===== src/rtl/uart_pkg.sv =====
// Shared types and helpers for the configurable UART transmitter.
package uart_pkg;

    localparam int unsigned MIN_DATA_BITS = 5;
    localparam int unsigned PAR_DATA_W    = 16;

    typedef enum logic [2:0] {
        ParNone  = 3'd0,
        ParEven  = 3'd1,
        ParOdd   = 3'd2,
        ParMark  = 3'd3,
        ParSpace = 3'd4
    } parity_mode_t;

    typedef enum logic [2:0] {
        StIdle,
        StStart,
        StData,
        StParity,
        StStop,
        StBreak,
        StBrkMark
    } tx_state_t;

    // Reserved encodings 5..7 fall back to no parity.
    function automatic parity_mode_t decode_parity(input logic [2:0] raw);
        case (raw)
            3'd1:    return ParEven;
            3'd2:    return ParOdd;
            3'd3:    return ParMark;
            3'd4:    return ParSpace;
            default: return ParNone;
        endcase
    endfunction

    function automatic logic parity_bit(input logic [PAR_DATA_W-1:0] data,
                                        input logic [3:0]            nbits,
                                        input parity_mode_t          mode);
        logic x;
        x = 1'b0;
        for (int i = 0; i < PAR_DATA_W; i++) begin
            if (i < int'(nbits)) x = x ^ data[i];
        end
        case (mode)
            ParEven:  return x;
            ParOdd:   return ~x;
            ParMark:  return 1'b1;
            default:  return 1'b0;
        endcase
    endfunction

endpackage


===== src/rtl/uart_sync_fifo.sv =====
// Synchronous first-word-fall-through FIFO with flush; flush beats push and pop.
module uart_sync_fifo #(
    parameter int unsigned WIDTH = 9,
    parameter int unsigned DEPTH = 8
) (
    input  logic                       clk,
    input  logic                       rst_n,
    input  logic                       push,
    input  logic [WIDTH-1:0]           wr_data,
    input  logic                       pop,
    input  logic                       flush,
    output logic [WIDTH-1:0]           rd_data,
    output logic                       full,
    output logic                       empty,
    output logic [$clog2(DEPTH):0]     level
);
    localparam int unsigned AW = $clog2(DEPTH);

    logic [WIDTH-1:0] mem [DEPTH];
    logic [AW-1:0]    wr_ptr_q, rd_ptr_q;
    logic [AW:0]      count_q;
    logic             do_push, do_pop;

    assign full    = (count_q == (AW+1)'(DEPTH));
    assign empty   = (count_q == '0);
    assign level   = count_q;
    assign rd_data = mem[rd_ptr_q];
    assign do_push = push && !full && !flush;
    assign do_pop  = pop && !empty && !flush;

    always_ff @(posedge clk) begin
        if (do_push) mem[wr_ptr_q] <= wr_data;
    end

    always_ff @(posedge clk or negedge rst_n) begin
        if (!rst_n) begin
            wr_ptr_q <= '0;
            rd_ptr_q <= '0;
            count_q  <= '0;
        end else if (flush) begin
            wr_ptr_q <= '0;
            rd_ptr_q <= '0;
            count_q  <= '0;
        end else begin
            if (do_push) wr_ptr_q <= wr_ptr_q + 1'b1;
            if (do_pop)  rd_ptr_q <= rd_ptr_q + 1'b1;
            case ({do_push, do_pop})
                2'b10:   count_q <= count_q + 1'b1;
                2'b01:   count_q <= count_q - 1'b1;
                default: count_q <= count_q;
            endcase
        end
    end

endmodule


===== src/rtl/uart_tx_cfg.sv =====
// UART transmitter with per-frame captured framing, own bit timer, CTS gating and break.
module uart_tx_cfg #(
    parameter int unsigned MAX_DATA_BITS = 9,
    parameter int unsigned FIFO_DEPTH    = 8,
    parameter int unsigned DIV_WIDTH     = 16,
    parameter int unsigned BREAK_BITS    = 13
) (
    input  logic                          clk,
    input  logic                          rst_n,
    input  logic [MAX_DATA_BITS-1:0]      s_data,
    input  logic                          s_valid,
    output logic                          s_ready,
    input  logic [DIV_WIDTH-1:0]          cfg_div,
    input  logic [3:0]                    cfg_data_bits,
    input  logic [2:0]                    cfg_parity,
    input  logic                          cfg_stop2,
    input  logic                          cts,
    input  logic                          break_req,
    input  logic                          flush,
    output logic                          tx_out,
    output logic                          tx_busy,
    output logic                          tx_done,
    output logic [$clog2(FIFO_DEPTH):0]   fifo_level
);
    import uart_pkg::*;

    localparam int unsigned CNT_W = 8;

    logic                     fifo_push, fifo_pop, fifo_full, fifo_empty;
    logic [MAX_DATA_BITS-1:0] fifo_rd_data;

    uart_sync_fifo #(
        .WIDTH (MAX_DATA_BITS),
        .DEPTH (FIFO_DEPTH)
    ) u_fifo (
        .clk     (clk),
        .rst_n   (rst_n),
        .push    (fifo_push),
        .wr_data (s_data),
        .pop     (fifo_pop),
        .flush   (flush),
        .rd_data (fifo_rd_data),
        .full    (fifo_full),
        .empty   (fifo_empty),
        .level   (fifo_level)
    );

    assign s_ready   = !fifo_full;
    assign fifo_push = s_valid && !fifo_full;

    tx_state_t                state_q, state_d;
    logic [DIV_WIDTH-1:0]     div_cnt_q, div_cnt_d, cap_div_q, cap_div_d;
    logic [3:0]               nbits_q, nbits_d;
    parity_mode_t             par_q, par_d;
    logic                     stop2_q, stop2_d;
    logic [MAX_DATA_BITS-1:0] shift_q, shift_d;
    logic                     par_bit_q, par_bit_d;
    logic [CNT_W-1:0]         bit_cnt_q, bit_cnt_d;
    logic                     brk_pend_q, brk_pend_d;
    logic                     tx_q, tx_d;

    logic                  bit_end, boundary;
    logic [3:0]            cfg_nbits;
    logic [PAR_DATA_W-1:0] rd_ext;

    always_comb begin
        if (cfg_data_bits < 4'(MIN_DATA_BITS))      cfg_nbits = 4'(MIN_DATA_BITS);
        else if (cfg_data_bits > 4'(MAX_DATA_BITS)) cfg_nbits = 4'(MAX_DATA_BITS);
        else                                        cfg_nbits = cfg_data_bits;
    end

    always_comb begin
        rd_ext = '0;
        rd_ext[MAX_DATA_BITS-1:0] = fifo_rd_data;
    end

    assign bit_end = (div_cnt_q == '0);

    always_comb begin
        state_d    = state_q;
        cap_div_d  = cap_div_q;
        nbits_d    = nbits_q;
        par_d      = par_q;
        stop2_d    = stop2_q;
        shift_d    = shift_q;
        par_bit_d  = par_bit_q;
        bit_cnt_d  = bit_cnt_q;
        tx_d       = tx_q;
        brk_pend_d = brk_pend_q | break_req;
        div_cnt_d  = bit_end ? cap_div_q : div_cnt_q - 1'b1;
        fifo_pop   = 1'b0;
        tx_done    = 1'b0;
        boundary   = 1'b0;

        unique case (state_q)
            StIdle: boundary = 1'b1;
            StStart: if (bit_end) begin
                state_d   = StData;
                tx_d      = shift_q[0];
                bit_cnt_d = CNT_W'(nbits_q - 4'd1);
            end
            StData: if (bit_end) begin
                if (bit_cnt_q == '0) begin
                    if (par_q != ParNone) begin
                        state_d = StParity;
                        tx_d    = par_bit_q;
                    end else begin
                        state_d   = StStop;
                        tx_d      = 1'b1;
                        bit_cnt_d = CNT_W'(stop2_q);
                    end
                end else begin
                    shift_d   = shift_q >> 1;
                    tx_d      = shift_q[1];
                    bit_cnt_d = bit_cnt_q - 1'b1;
                end
            end
            StParity: if (bit_end) begin
                state_d   = StStop;
                tx_d      = 1'b1;
                bit_cnt_d = CNT_W'(stop2_q);
            end
            StStop: if (bit_end) begin
                if (bit_cnt_q != '0) begin
                    bit_cnt_d = bit_cnt_q - 1'b1;
                end else begin
                    tx_done  = 1'b1;
                    boundary = 1'b1;
                end
            end
            StBreak: if (bit_end) begin
                if (bit_cnt_q == '0) begin
                    state_d = StBrkMark;
                    tx_d    = 1'b1;
                end else begin
                    bit_cnt_d = bit_cnt_q - 1'b1;
                end
            end
            StBrkMark: if (bit_end) begin
                state_d = StIdle;
                tx_d    = 1'b1;
            end
            default: begin
                state_d = StIdle;
                tx_d    = 1'b1;
            end
        endcase

        // Break outranks queued data and ignores CTS.
        if (boundary) begin
            if (brk_pend_q || break_req) begin
                state_d    = StBreak;
                brk_pend_d = 1'b0;
                cap_div_d  = cfg_div;
                div_cnt_d  = cfg_div;
                bit_cnt_d  = CNT_W'(BREAK_BITS - 1);
                tx_d       = 1'b0;
            end else if (!fifo_empty && cts) begin
                state_d   = StStart;
                fifo_pop  = 1'b1;
                cap_div_d = cfg_div;
                div_cnt_d = cfg_div;
                nbits_d   = cfg_nbits;
                par_d     = decode_parity(cfg_parity);
                stop2_d   = cfg_stop2;
                shift_d   = fifo_rd_data;
                par_bit_d = parity_bit(rd_ext, cfg_nbits, decode_parity(cfg_parity));
                tx_d      = 1'b0;
            end else begin
                state_d = StIdle;
                tx_d    = 1'b1;
            end
        end
    end

    always_ff @(posedge clk or negedge rst_n) begin
        if (!rst_n) begin
            state_q    <= StIdle;
            div_cnt_q  <= '0;
            cap_div_q  <= '0;
            nbits_q    <= 4'(MIN_DATA_BITS);
            par_q      <= ParNone;
            stop2_q    <= 1'b0;
            shift_q    <= '0;
            par_bit_q  <= 1'b0;
            bit_cnt_q  <= '0;
            brk_pend_q <= 1'b0;
            tx_q       <= 1'b1;
        end else begin
            state_q    <= state_d;
            div_cnt_q  <= div_cnt_d;
            cap_div_q  <= cap_div_d;
            nbits_q    <= nbits_d;
            par_q      <= par_d;
            stop2_q    <= stop2_d;
            shift_q    <= shift_d;
            par_bit_q  <= par_bit_d;
            bit_cnt_q  <= bit_cnt_d;
            brk_pend_q <= brk_pend_d;
            tx_q       <= tx_d;
        end
    end

    assign tx_out  = tx_q;
    assign tx_busy = (state_q != StIdle);

endmodule

===== config.mk =====
export PLATFORM = sky130hd
export DESIGN_NAME = uart_tx_cfg
export DESIGN_NICKNAME = d
export VERILOG_FILES = /design/src/rtl/uart_pkg.sv /design/src/rtl/uart_sync_fifo.sv /design/src/rtl/uart_tx_cfg.sv
export SDC_FILE = /design/constraint.sdc
export NUM_CORES = 1
export LEC_CHECK = 0
export BUFFER_PORTS_ARGS = -buffer_cell sky130_fd_sc_hd__buf_4
export CORE_MARGIN = 8
export CORE_UTILIZATION = 55
export CTS_BUF_LIST = sky130_fd_sc_hd__clkbuf_16
export DETAILED_ROUTE_END_ITERATION = 8
export PLACE_DENSITY = 0.74
export SLEW_MARGIN = 0
export SYNTH_ARGS = -nofsm -noshare
export SYNTH_HDL_FRONTEND = slang
export SYNTH_HIERARCHICAL = 1
export SYNTH_SLANG_ARGS = --single-unit

===== constraint.sdc =====
create_clock -name clk -period 4.05 [get_ports clk]
set_input_delay 0.6075 -clock clk [delete_from_list [all_inputs] [get_ports clk]]
set_output_delay 0.6075 -clock clk [all_outputs]
set_load 0.005 [all_outputs]

## Word level (Yosys, flattened, before mapping)

Memory sizes are Yosys's and may differ from the RTL's.
Cells that the tools add are included.

| word-level totals | value |
|---|---|
| memories | 1 |
| bits in latches | 0 |
| bits in registers | 73 |
| output and inout port bits | 8 |
| bits in read-only memories | 0 |
| logic and storage cells | 203 |
| bits of input ports | 39 |
| bits in writable memories | 72 |

| cells by class | value |
|---|---|
| $lt $le $gt $ge | 11 |
| $mul | 0 |
| eq/ne operators | 25 |
| shifts and indexed selects | 0 |
| $add $sub $neg | 7 |
| reduce and logical (&&, ||, !) cells | 27 |
| divide/modulo/power cells | 0 |
| mux-type cells | 107 |
| bitwise operators | 11 |

Memory list:

| memory | words | bits a word | read ports | clocked after memory_dff | write ports | line | RTL |
|---|---|---|---|---|---|---|---|
| u_fifo.mem | 8 | 9 | 1 | 0 | 1 | uart_sync_fifo.sv:19 | `logic [WIDTH-1:0] mem [DEPTH];` |

Operator list:

| operator | count |
|---|---|
| 16-bit two-way mux | 6 |
| 8-bit two-way mux | 11 |
| 1-bit two-way mux | 57 |
| 9-bit two-way mux | 6 |
| 3-bit two-way mux | 17 |
| 8-bit case mux with 5 select lines | 1 |
| 3-bit inequality test, second input constant | 7 |
| 3-bit by 2-bit equality test with 1-bit output, second input constant | 6 |
| 3-bit case mux with 6 select lines | 1 |
| 16-bit zero test | 1 |
| 3-bit by 4-bit < comparator with 1-bit output, first input constant | 4 |
| 16-bit by 1-bit subtractor with 16-bit output, second input constant | 1 |
| 3-bit equality test, second input constant | 4 |
| 4-bit two-way mux | 3 |
| 3-bit case mux with 4 select lines | 1 |
| 3-bit by 1-bit equality test with 1-bit output, second input constant | 3 |
| 3-bit nonzero test | 3 |
| 8-bit zero test | 1 |
| 1-bit by 4-bit < comparator with 1-bit output, first input constant | 2 |
| 2-bit by 4-bit < comparator with 1-bit output, first input constant | 2 |
| 4-bit case mux with 2 select lines | 1 |
| 8-bit AND reduction | 1 |
| 8-bit nonzero test | 1 |
| 8-bit by 1-bit subtractor with 8-bit output, second input constant | 1 |
| other kinds (28) | 47 |

## Longest topological paths before layout

Gate-level depths: netlist of the first run.

| logic depth | value |
|---|---|
| depth in word-level cells | 50 |
| gate-level depth with buffers | 17 |
| mapped depth without buffers | 15 |

## Cells and area by module

The synthesis of the first run kept the hierarchy.

Modules (own cells, without submodules):

| module | times used | cells an instance | area each (µm²) | sequential area each (µm²) |
|---|---|---|---|---|
| uart_tx_cfg | 1 | 388 | 3613.5 | 1580.3 |
| uart_sync_fifo | 1 | 182 | 3395.8 | 2412.3 |

## Least setup slack after synthesis of the first run

No wires, ideal clock.

| timing path | value |
|---|---|
| path kind | register -> register |
| from | reg bit_cnt_q[0] |
| to | reg u_fifo.count_q[3] (netlist: u_fifo/level[3]) |
| path buffers | 2 |
| setup slack | 0.091 ns |
| period minus slack after synthesis | 3.959 ns |
| library setup time | 0.104 ns |
| arrival time | 3.855 ns |
| cell stages (with the launch flop) | 18 |
| required time | 3.946 ns |
| cells stage by stage | dfrtp_1 inv_1 ha_1 nor3b_1 and2_1 buf_4 a41o_1 nand3_2 clkbuf_1 inv_1 o41ai_2 a21oi_2 nor2b_1 ha_1 a21oi_1 nand2_1 or4b_1 o311ai_1 |

| on the way | value |
|---|---|
| longest elaborated chain between the ends | 10 |
| elaborated cells on any way between the ends | 12 |
| those cells by class | eq/ne: 2; mux: 6; reduce/logical: 4 |

Ends and longest elaborated chain:

| what | line | RTL |
|---|---|---|
| start: declaration | uart_tx_cfg.sv:58 | `logic [CNT_W-1:0] bit_cnt_q, bit_cnt_d;` |
| start signal: assignment | uart_tx_cfg.sv:198 | `bit_cnt_q <= bit_cnt_d;` |
| 8-bit nonzero test (*) | uart_tx_cfg.sv:124 | `if (bit_cnt_q != '0) begin` |
| 1-bit two-way mux (*) | uart_tx_cfg.sv:124 |  |
| 1-bit two-way mux (*) | uart_tx_cfg.sv:123 | `StStop: if (bit_end) begin` |
| 1-bit case mux with 2 select lines (*) | uart_tx_cfg.sv:95 | `unique case (state_q)` |
| 1-bit two-way mux (*) | uart_tx_cfg.sv:150 | `if (boundary) begin` |
| named net fifo_pop | uart_tx_cfg.sv:29 | `logic fifo_push, fifo_pop, fifo_full, fifo_empty;` |
| 1-bit logical AND (*) (2 in series) | uart_sync_fifo.sv:29 | `assign do_pop = pop && !empty && !flush;` |
| 2-bit by 1-bit equality test with 1-bit output or 2-bit equality test (tied branches) | uart_sync_fifo.sv:47 | `case ({do_push, do_pop})` |
| 4-bit case mux with 2 select lines | uart_sync_fifo.sv:47 |  |
| 4-bit two-way mux | uart_sync_fifo.sv:40 | `end else if (flush) begin` |
| end signal: assignment | uart_sync_fifo.sv:48 | `2'b10: count_q <= count_q + 1'b1;` |
| end signal: assignment | uart_sync_fifo.sv:49 | `2'b01: count_q <= count_q - 1'b1;` |
| end signal: assignment | uart_sync_fifo.sv:50 | `default: count_q <= count_q;` |
| end: declaration | uart_sync_fifo.sv:21 | `logic [AW:0] count_q;` |

The timed path passes the listed nets; every way through them passes the cells marked *.
A chain may end at the register's enable or synchronous reset.

## Final worst setup path of the first run

| timing path | value |
|---|---|
| from | reg bit_cnt_q[4] |
| to | reg u_fifo.count_q[3] (netlist: u_fifo/level[3]) |

Same word-level chain as after synthesis.

==> results of run 1 <==
-- sequential cells by signal (all words and copies together), names as in the netlist, 4 cells and up --
signal / flops
bit_cnt_q: 8
cap_div_q: 16
div_cnt_q: 16
u_fifo/level: 4
shift_q: 9
u_fifo/mem: 72
nbits_q: 4
-- routing by layer --
metal,global-route usage,up-vias,wire [µm],share of wire
li1,-,2226,-,-
met1,0.211,2314,5970,0.42
met2,0.314,88,7330,0.52
met3,0.0530,21,549,0.039
met4,0.0643,0,249,0.018
met5,0,-,0,0
-- power groups by stage --
stage | registers (mW) | clock network [mW] | logic (mW)
finish | 1.58 | 1.45 | 0.143
global route | 1.58 | 1.56 | 0.158
CTS | 1.58 | 1.48 | 0.145
detailed placement | 1.61 | 0 | 0.144
global placement | 1.61 | 0 | 0.140
floorplan | 1.61 | 0 | 0.0694
-- layout make-up --
cell class | count | area (µm²)
clock buffer | 17 | 425
clock inverter | 15 | 124
fill | 972 | 4390
inverter | 19 | 71.3
multi-input combinational | 376 | 2820
sequential | 145 | 3990
tap | 172 | 215
timing repair buffer | 64 | 480
-- per-stage QoR --
step	setup slack [ns]	utilization	power (mW)
floorplan	0.0908	-	1.67
global placement	0.476	0.604	1.75
detailed placement	0.228	0.604	1.75
global route	0.0554	0.649	3.30
finish	0.305	0.649	3.17
CTS	0.201	0.648	3.21
-- worst reg2reg max path, stage by stage, from the launching register on --
cell	delay (ns)
dfrtp_1	0.45
nor4_1	0.56
and2_1	0.26
a41o_1	0.31
nand3_2	0.11
inv_1	0.13
o41ai_2	0.16
a21oi_2	0.17
nor2b_1	0.27
ha_1	0.33
a21oi_2	0.22
nand2_1	0.10
or4b_1	0.51
o311ai_1	0.08
-- how the worst min path moves through the flow --
stage | depth (start not counted) | slack (ns) | end | from
after global placement | 2 | 0.47 | cap_div_q[4] | cap_div_q[4]
after global routing | 2 | 0.38 | par_bit_q | cfg_parity[2]
final | 1 | 0.32 | bit_cnt_q[2] | rst_n
after detailed placement | 2 | 0.47 | par_q[1] | par_q[1]
after floorplan | 0 | 0.31 | bit_cnt_q[0] | rst_n
after CTS | 1 | 0.36 | bit_cnt_q[2] | rst_n
-- cells in the final DEF, fill, tap and decap left out, types with 18 or more instances in the layout --
cell       n
edfxtp_1  72
dfrtp_1   70
buf_4     64
nor2_1    56
nand2_1   38
mux2_2    32
a21oi_1   31
o21ai_0   31
inv_1     19
mux4_2    18
-- kinds of logic (layout without fill, tap and decap cells) --
| logic type | Yosys count | in the layout | synth area share |
|---|---|---|---|
| compound gates | 111 | 111 | 0.0993 |
| xor+xnor | 24 | 24 | 0.0320 |
| fa+ha+maj | 8 | 8 | 0.0154 |
| buf+inv | 49 | 115 | 0.0300 |
| flops | 145 | 145 | 0.570 |
| mux | 67 | 67 | 0.134 |
| simple gates | 166 | 166 | 0.120 |
-- timing repair --
action	CTS	global route
setup buffers	0	0
gates resized for setup	0	3
hold endpoints to repair	0	0
endpoints found under the setup margin	0	1
==> results.md, run 1 <==
- Status: completed
- Crit Path Category: reg2reg
- VDD IR-drop max: 0.000452 V
- Post-detail-place hpwl: 9.56 mm
- Worst r2r src: bit_cnt_q[4]
- Clock latency on the worst-skew pair: 0.42 ns
- Syn_nets: 617
- Placed Instances: 776
- FF-to-FF setup slack: 0.30 ns
- Fin Setup TNS: 0 ns
- Post-synth EDFFs: 72
- Async SR Flop Fraction: 0.503
- Input/output buffers: 46
- Placement Cell Area: 0.00757 mm²
- IO Pins: 47
- Die area: 0.0166 mm²
- Psw: 0.738 mW
- H-tree Lvls: 4
- Gr usage total: 0.182
- Vias in the first global route: 4770
- CP endpoint: u_fifo/level[3]
- Placeable Area: 0.0125 mm²
- FF+latch count, synth: 145
- Clk slew on worst S/H paths: 0.06 ns
- P&R area growth vs syn: 15.9%
- # clock sinks: 145
- Clock power share: 0.457
- Clk_skew: 0.00602 ns
- Via count: 4649
- GRT overflow: 0
- Net Sw Frac: 0.233
- Layout cells sized above 1: 0.253
- Crit path buf inv count: 1
- Final Hold Violating Endpoints: 0
- Wirelength per Cell: 17.4 µm
- Die Height: 129 µm
- Worst min path class: in2async
- Cts hold-fix bufs: 0
- # setup viols final: 0
- CP Capture Type: flop
- Synth warn: 6
- Number of max-cap violations: 0
- Peak fanout along the critical path: 7
- CTS tree: done
- Pwr Density: 390 mW/mm²
- Fin crit period: 3.75 ns
- RR Endpoint: u_fifo/level[3]
- Syn avg cell area: 12.3 µm²
- WL final: 14.1 mm
- Post-Syn Instances: 570
- CTS buffer count: 17
- Finished Cell Area: 0.00813 mm²
- Gate power share: 0.045
- Largest net degree at the start of global routing: 74
- Most common cell in the synthesized netlist: edfxtp_1
- First-pass GRT wire length: 23.4 mm
- Sequential area share after synthesis: 0.570
- Area contributors post-synth: edfxtp_1 (31%), dfrtp_1 (25%), mux4_2 (5.8%)
- Die Wd: 129 µm
- Vias/cell: 5.75
- Post-DRT Antenna Nets: 0
- Worst Max-Slew Pin Slew: 0.945 ns
- Area leader, netlist: edfxtp_1
- Crit-path cells: nor4_1, and2_1, a41o_1, nand3_2, inv_1, o41ai_2, a21oi_2, nor2b_1, ha_1, a21oi_2, nand2_1, or4b_1, o311ai_1
- R2R cell count: 13
- Clock tree buffer depth: 2
- Cell Area, Synth: 0.00701 mm²
- Hold_ws: 0.323 ns
- Crit-path slowest cell: nor4_1
- Slowest Stage Delay on Critical Path: 0.56 ns
- CP Depth: 13
- Leak: 3.17 nW
- Critical Path Most Common Cell: a21oi_2
- Num rows: 41
- GP Congestion: 0.891
- Sequential Power Share: 0.498
- Antenna Cells: 0
- Primary FF master, synth: edfxtp_1
- Tcrit/Tclk final: 0.925
- Required time worst endpoint: 4.37 ns
- Internal power: 2.43 mW
- Most frequent cells after synthesis: edfxtp_1 (72), dfrtp_1 (70), nor2_1 (56)
- Final Non-Filler Cells: 808
- Drt first-iter violations: 389
- Root Driver: clkbuf_16
- Top delay family on crit path: simple AND/OR/NAND/NOR gates
- Critical path arrival: 4.07 ns
- TritonRoute pass-1 iters: 4
- Final Max Slew Viols: 0
- Max Clk Rate: 0.267 GHz
- Unrepaired setup endpoints after global routing: no
- CP Launch Type: flop
- DR DRC count: 0
- Initial antenna violation count: 0
- Worst rel slew slack: 0.370
- Layout Nets: 670
- CP startpoint: bit_cnt_q[4]
- Netlist cell types: 64
- Synth top area share: 0.308
- Effective utilization at floorplan: 0.560
Power figures use the tool's default switching activity.
==> run 2: changes to the inputs <==
Settings changed: GPL_TIMING_DRIVEN from default to 0.
==> run 2 against run 1 <==
Against the previous run: critical path depth rose by 3; non-clock buffer count rose by 12; highest routed layer unchanged; largest power group unchanged; critical endpoint unchanged; maximum frequency fell by 1.8%; via count rose by 3.2%.
==> results.md, run 2 (synthesis gave the netlist of run 1 again) <==
- Input/output buffers: 46 (unchanged)
- Vias/cell: 5.85 (was 5.75)
- First-pass GRT wire length: 24.3 mm (was 23.4 mm)
- H-tree Lvls: 4 (unchanged)
- Unrepaired setup endpoints after global routing: no (unchanged)
- Pwr Density: 400 mW/mm² (was 390 mW/mm²)
- Net Sw Frac: 0.221 (was 0.233)
- Drt first-iter violations: 375 (was 389)
- Die Wd: 129 µm (unchanged)
- Post-DRT Antenna Nets: 0 (unchanged)
- Clock power share: 0.475 (was 0.457)
- CTS buffer count: 17 (unchanged)
- Psw: 0.729 mW (was 0.738 mW)
- Number of max-cap violations: 0 (unchanged)
- Sequential Power Share: 0.480 (was 0.498)
- P&R area growth vs syn: 17.5% (was 15.9%)
- IO Pins: 47 (unchanged)
- # setup viols final: 0 (unchanged)
- Clock latency on the worst-skew pair: 0.43 ns (was 0.42 ns)
- Worst rel slew slack: 0.329 (was 0.370)
- Clk_skew: 0.0145 ns (was 0.00602 ns)
- Vias in the first global route: 4981 (was 4770)
- Gr usage total: 0.189 (was 0.182)
- Dpl ws: -0.691 ns (was 0.228 ns)
- Required time worst endpoint: 4.36 ns (was 4.37 ns)
- Final worst slack: 0.236 ns (was 0.305 ns)
- Initial antenna violation count: 0 (unchanged)
- Most frequent cells in the layout: edfxtp_1 (72), dfrtp_1 (70), nor2_1 (56) (was edfxtp_1 (72), dfrtp_1 (70), buf_4 (64))
- Effective utilization at floorplan: 0.560 (unchanged)
- Die Height: 129 µm (unchanged)
- Placeable Area: 0.0125 mm² (unchanged)
- Commonest non-fill, non-tap cell in the layout: edfxtp_1 (unchanged)
- Worst min path class: in2async (unchanged)
- Layout cells sized above 1: 0.245 (was 0.253)
- Wirelength per Cell: 18.0 µm (was 17.4 µm)
- Status: completed (unchanged)
- Num rows: 41 (unchanged)
- TritonRoute pass-1 iters: 5 (was 4)
- Layout Nets: 682 (was 670)
- CP Launch Type: flop (unchanged)
- Tcrit/Tclk final: 0.942 (was 0.925)
- DR DRC count: 0 (unchanged)
- Fin crit period: 3.81 ns (was 3.75 ns)
- Largest net degree at the start of global routing: 74 (unchanged)
- Most flop-heavy register: u_fifo/mem (unchanged)
- Critical path arrival: 4.13 ns (was 4.07 ns)
- Power, Total: 3.29 mW (was 3.17 mW)
- Final Max Slew Viols: 0 (unchanged)
- Met1 Use GR: 0.216 (was 0.211)
- Leak: 3.17 nW (about the same)
- Root Driver: clkbuf_16 (unchanged)
- Post-detail-place hpwl: 9.97 mm (was 9.56 mm)
- Met3 Usage GRT: 0.0501 (was 0.0530)
- Peak fanout along the critical path: 10 (was 7)
- Internal power: 2.56 mW (was 2.43 mW)
- Max Clk Rate: 0.262 GHz (was 0.267 GHz)
- Gate power share: 0.045 (about the same)
- Clk slew on worst S/H paths: 0.06 ns (about the same)
- VDD IR-drop max: 0.000386 V (was 0.000452 V)
- Via count: 4800 (was 4649)
- Largest register FFs: 72 (unchanged)
- Fin Setup TNS: 0 ns (unchanged)
- CP Capture Type: flop (unchanged)
- Final Hold Violating Endpoints: 0 (unchanged)
- Clock tree buffer depth: 2 (unchanged)
- CTS tree: done (unchanged)
- Footprint of the multi-input gates: 0.00286 mm² (was 0.00282 mm²)
- GRT overflow: 0 (unchanged)
- Fillcell total: 952 (was 972)
- # clock sinks: 145 (unchanged)
- Die area: 0.0166 mm² (unchanged)
- GRT met2 Usage: 0.329 (was 0.314)
- WL final: 14.8 mm (was 14.1 mm)
- Top flop regs: u_fifo/mem x72, cap_div_q x16, div_cnt_q x16 (unchanged)
- Cts hold-fix bufs: 0 (unchanged)
- Global route hottest layer: met2 (unchanged)
- GP Congestion: 0.889 (was 0.891)
- Worst Max-Slew Pin Slew: 1.00 ns (was 0.945 ns)
- Antenna Cells: 0 (unchanged)
- Reg area: 0.00399 mm² (unchanged)
- FF-to-FF setup slack: 0.24 ns (was 0.30 ns)
- Crit Path Category: reg2reg (unchanged)
-- run 2: changes by cell type in the layout (fill, tap and decap cells not counted), sizes merged --
cell      change
clkbuf       +19
buf           -7
bufinv        +2
clkinvlp      -1
inv           -1
-- run 2: worst max-delay path: stages (launching register included) --
cell and delay [ns]:
dfrtp_1 0.42, inv_1 0.15, ha_2 0.26, nor3b_4 0.29, and2_1 0.16, buf_4 0.18
a41o_4 0.28, nand3_4 0.11, inv_4 0.12, o41ai_2 0.13, a21oi_2 0.20, nor2b_4 0.21
ha_1 0.29, a21oi_2 0.21, nand2_1 0.10, or4b_1 0.50, o311ai_1 0.08
-- run 2: final timing paths --
| path | end | cells after the start | from |
|---|---|---|---|
| max | u_fifo/level[3] | 16 | bit_cnt_q[0] |
| min | bit_cnt_q[4] | 1 | rst_n |
| max reg2reg | u_fifo/level[3] | 16 | bit_cnt_q[0] |
| min reg2reg | tx_out | 2 | tx_out |
| max in group asynchronous | div_cnt_q[13] | 1 | rst_n |
| min in group clk | par_bit_q | 2 | cfg_parity[2] |
-- run 2: cell type report --
cell class / count / area share
repair buffers: 48 / 0.0438
plain buffers: 28 / 0.0160
well taps: 172 / 0.0261
multi-input cells: 376 / 0.347
clock inverters: 15 / 0.0211
flip-flops and latches: 145 / 0.485
clock buffers: 17 / 0.0517
inverters: 19 / 0.00897
-- run 2: per-stage QoR --
stage / utilization / instance area (µm²) / hold WS, ns / std cells
2_1_floorplan: - / 7010 / 0.312 / 570
3_3_place_gp: 0.605 / 7570 / 0.461 / 788
3_5_place_dp: 0.606 / 7580 / 0.466 / 788
4_1_cts: 0.656 / 8210 / 0.353 / 819
5_1_grt: 0.658 / 8230 / 0.393 / 820
6_report: 0.658 / 8230 / 0.315 / 820
-- run 2: power by group through the flow --
stage                     Sequential [mW]  Combinational [mW]  Clock (mW)
after global routing                 1.58               0.164        1.66
after floorplan                      1.61              0.0694           0
after detailed placement             1.61               0.148           0
after global placement               1.61               0.143           0
after CTS                            1.58               0.150        1.60
final                                1.58               0.148        1.57
-- run 2: per-layer routing --
| metal | up-vias | routed length, µm |
|---|---|---|
| met5 | - | 0 |
| met4 | 0 | 272 |
| met3 | 26 | 706 |
| met2 | 136 | 7870 |
| met1 | 2377 | 5920 |
| li1 | 2261 | - |
-- run 2: timing repair --
item,in CTS,in global routing
setup buffers,0,2
setup endpoints to repair,3,1
gates resized for setup,7,3
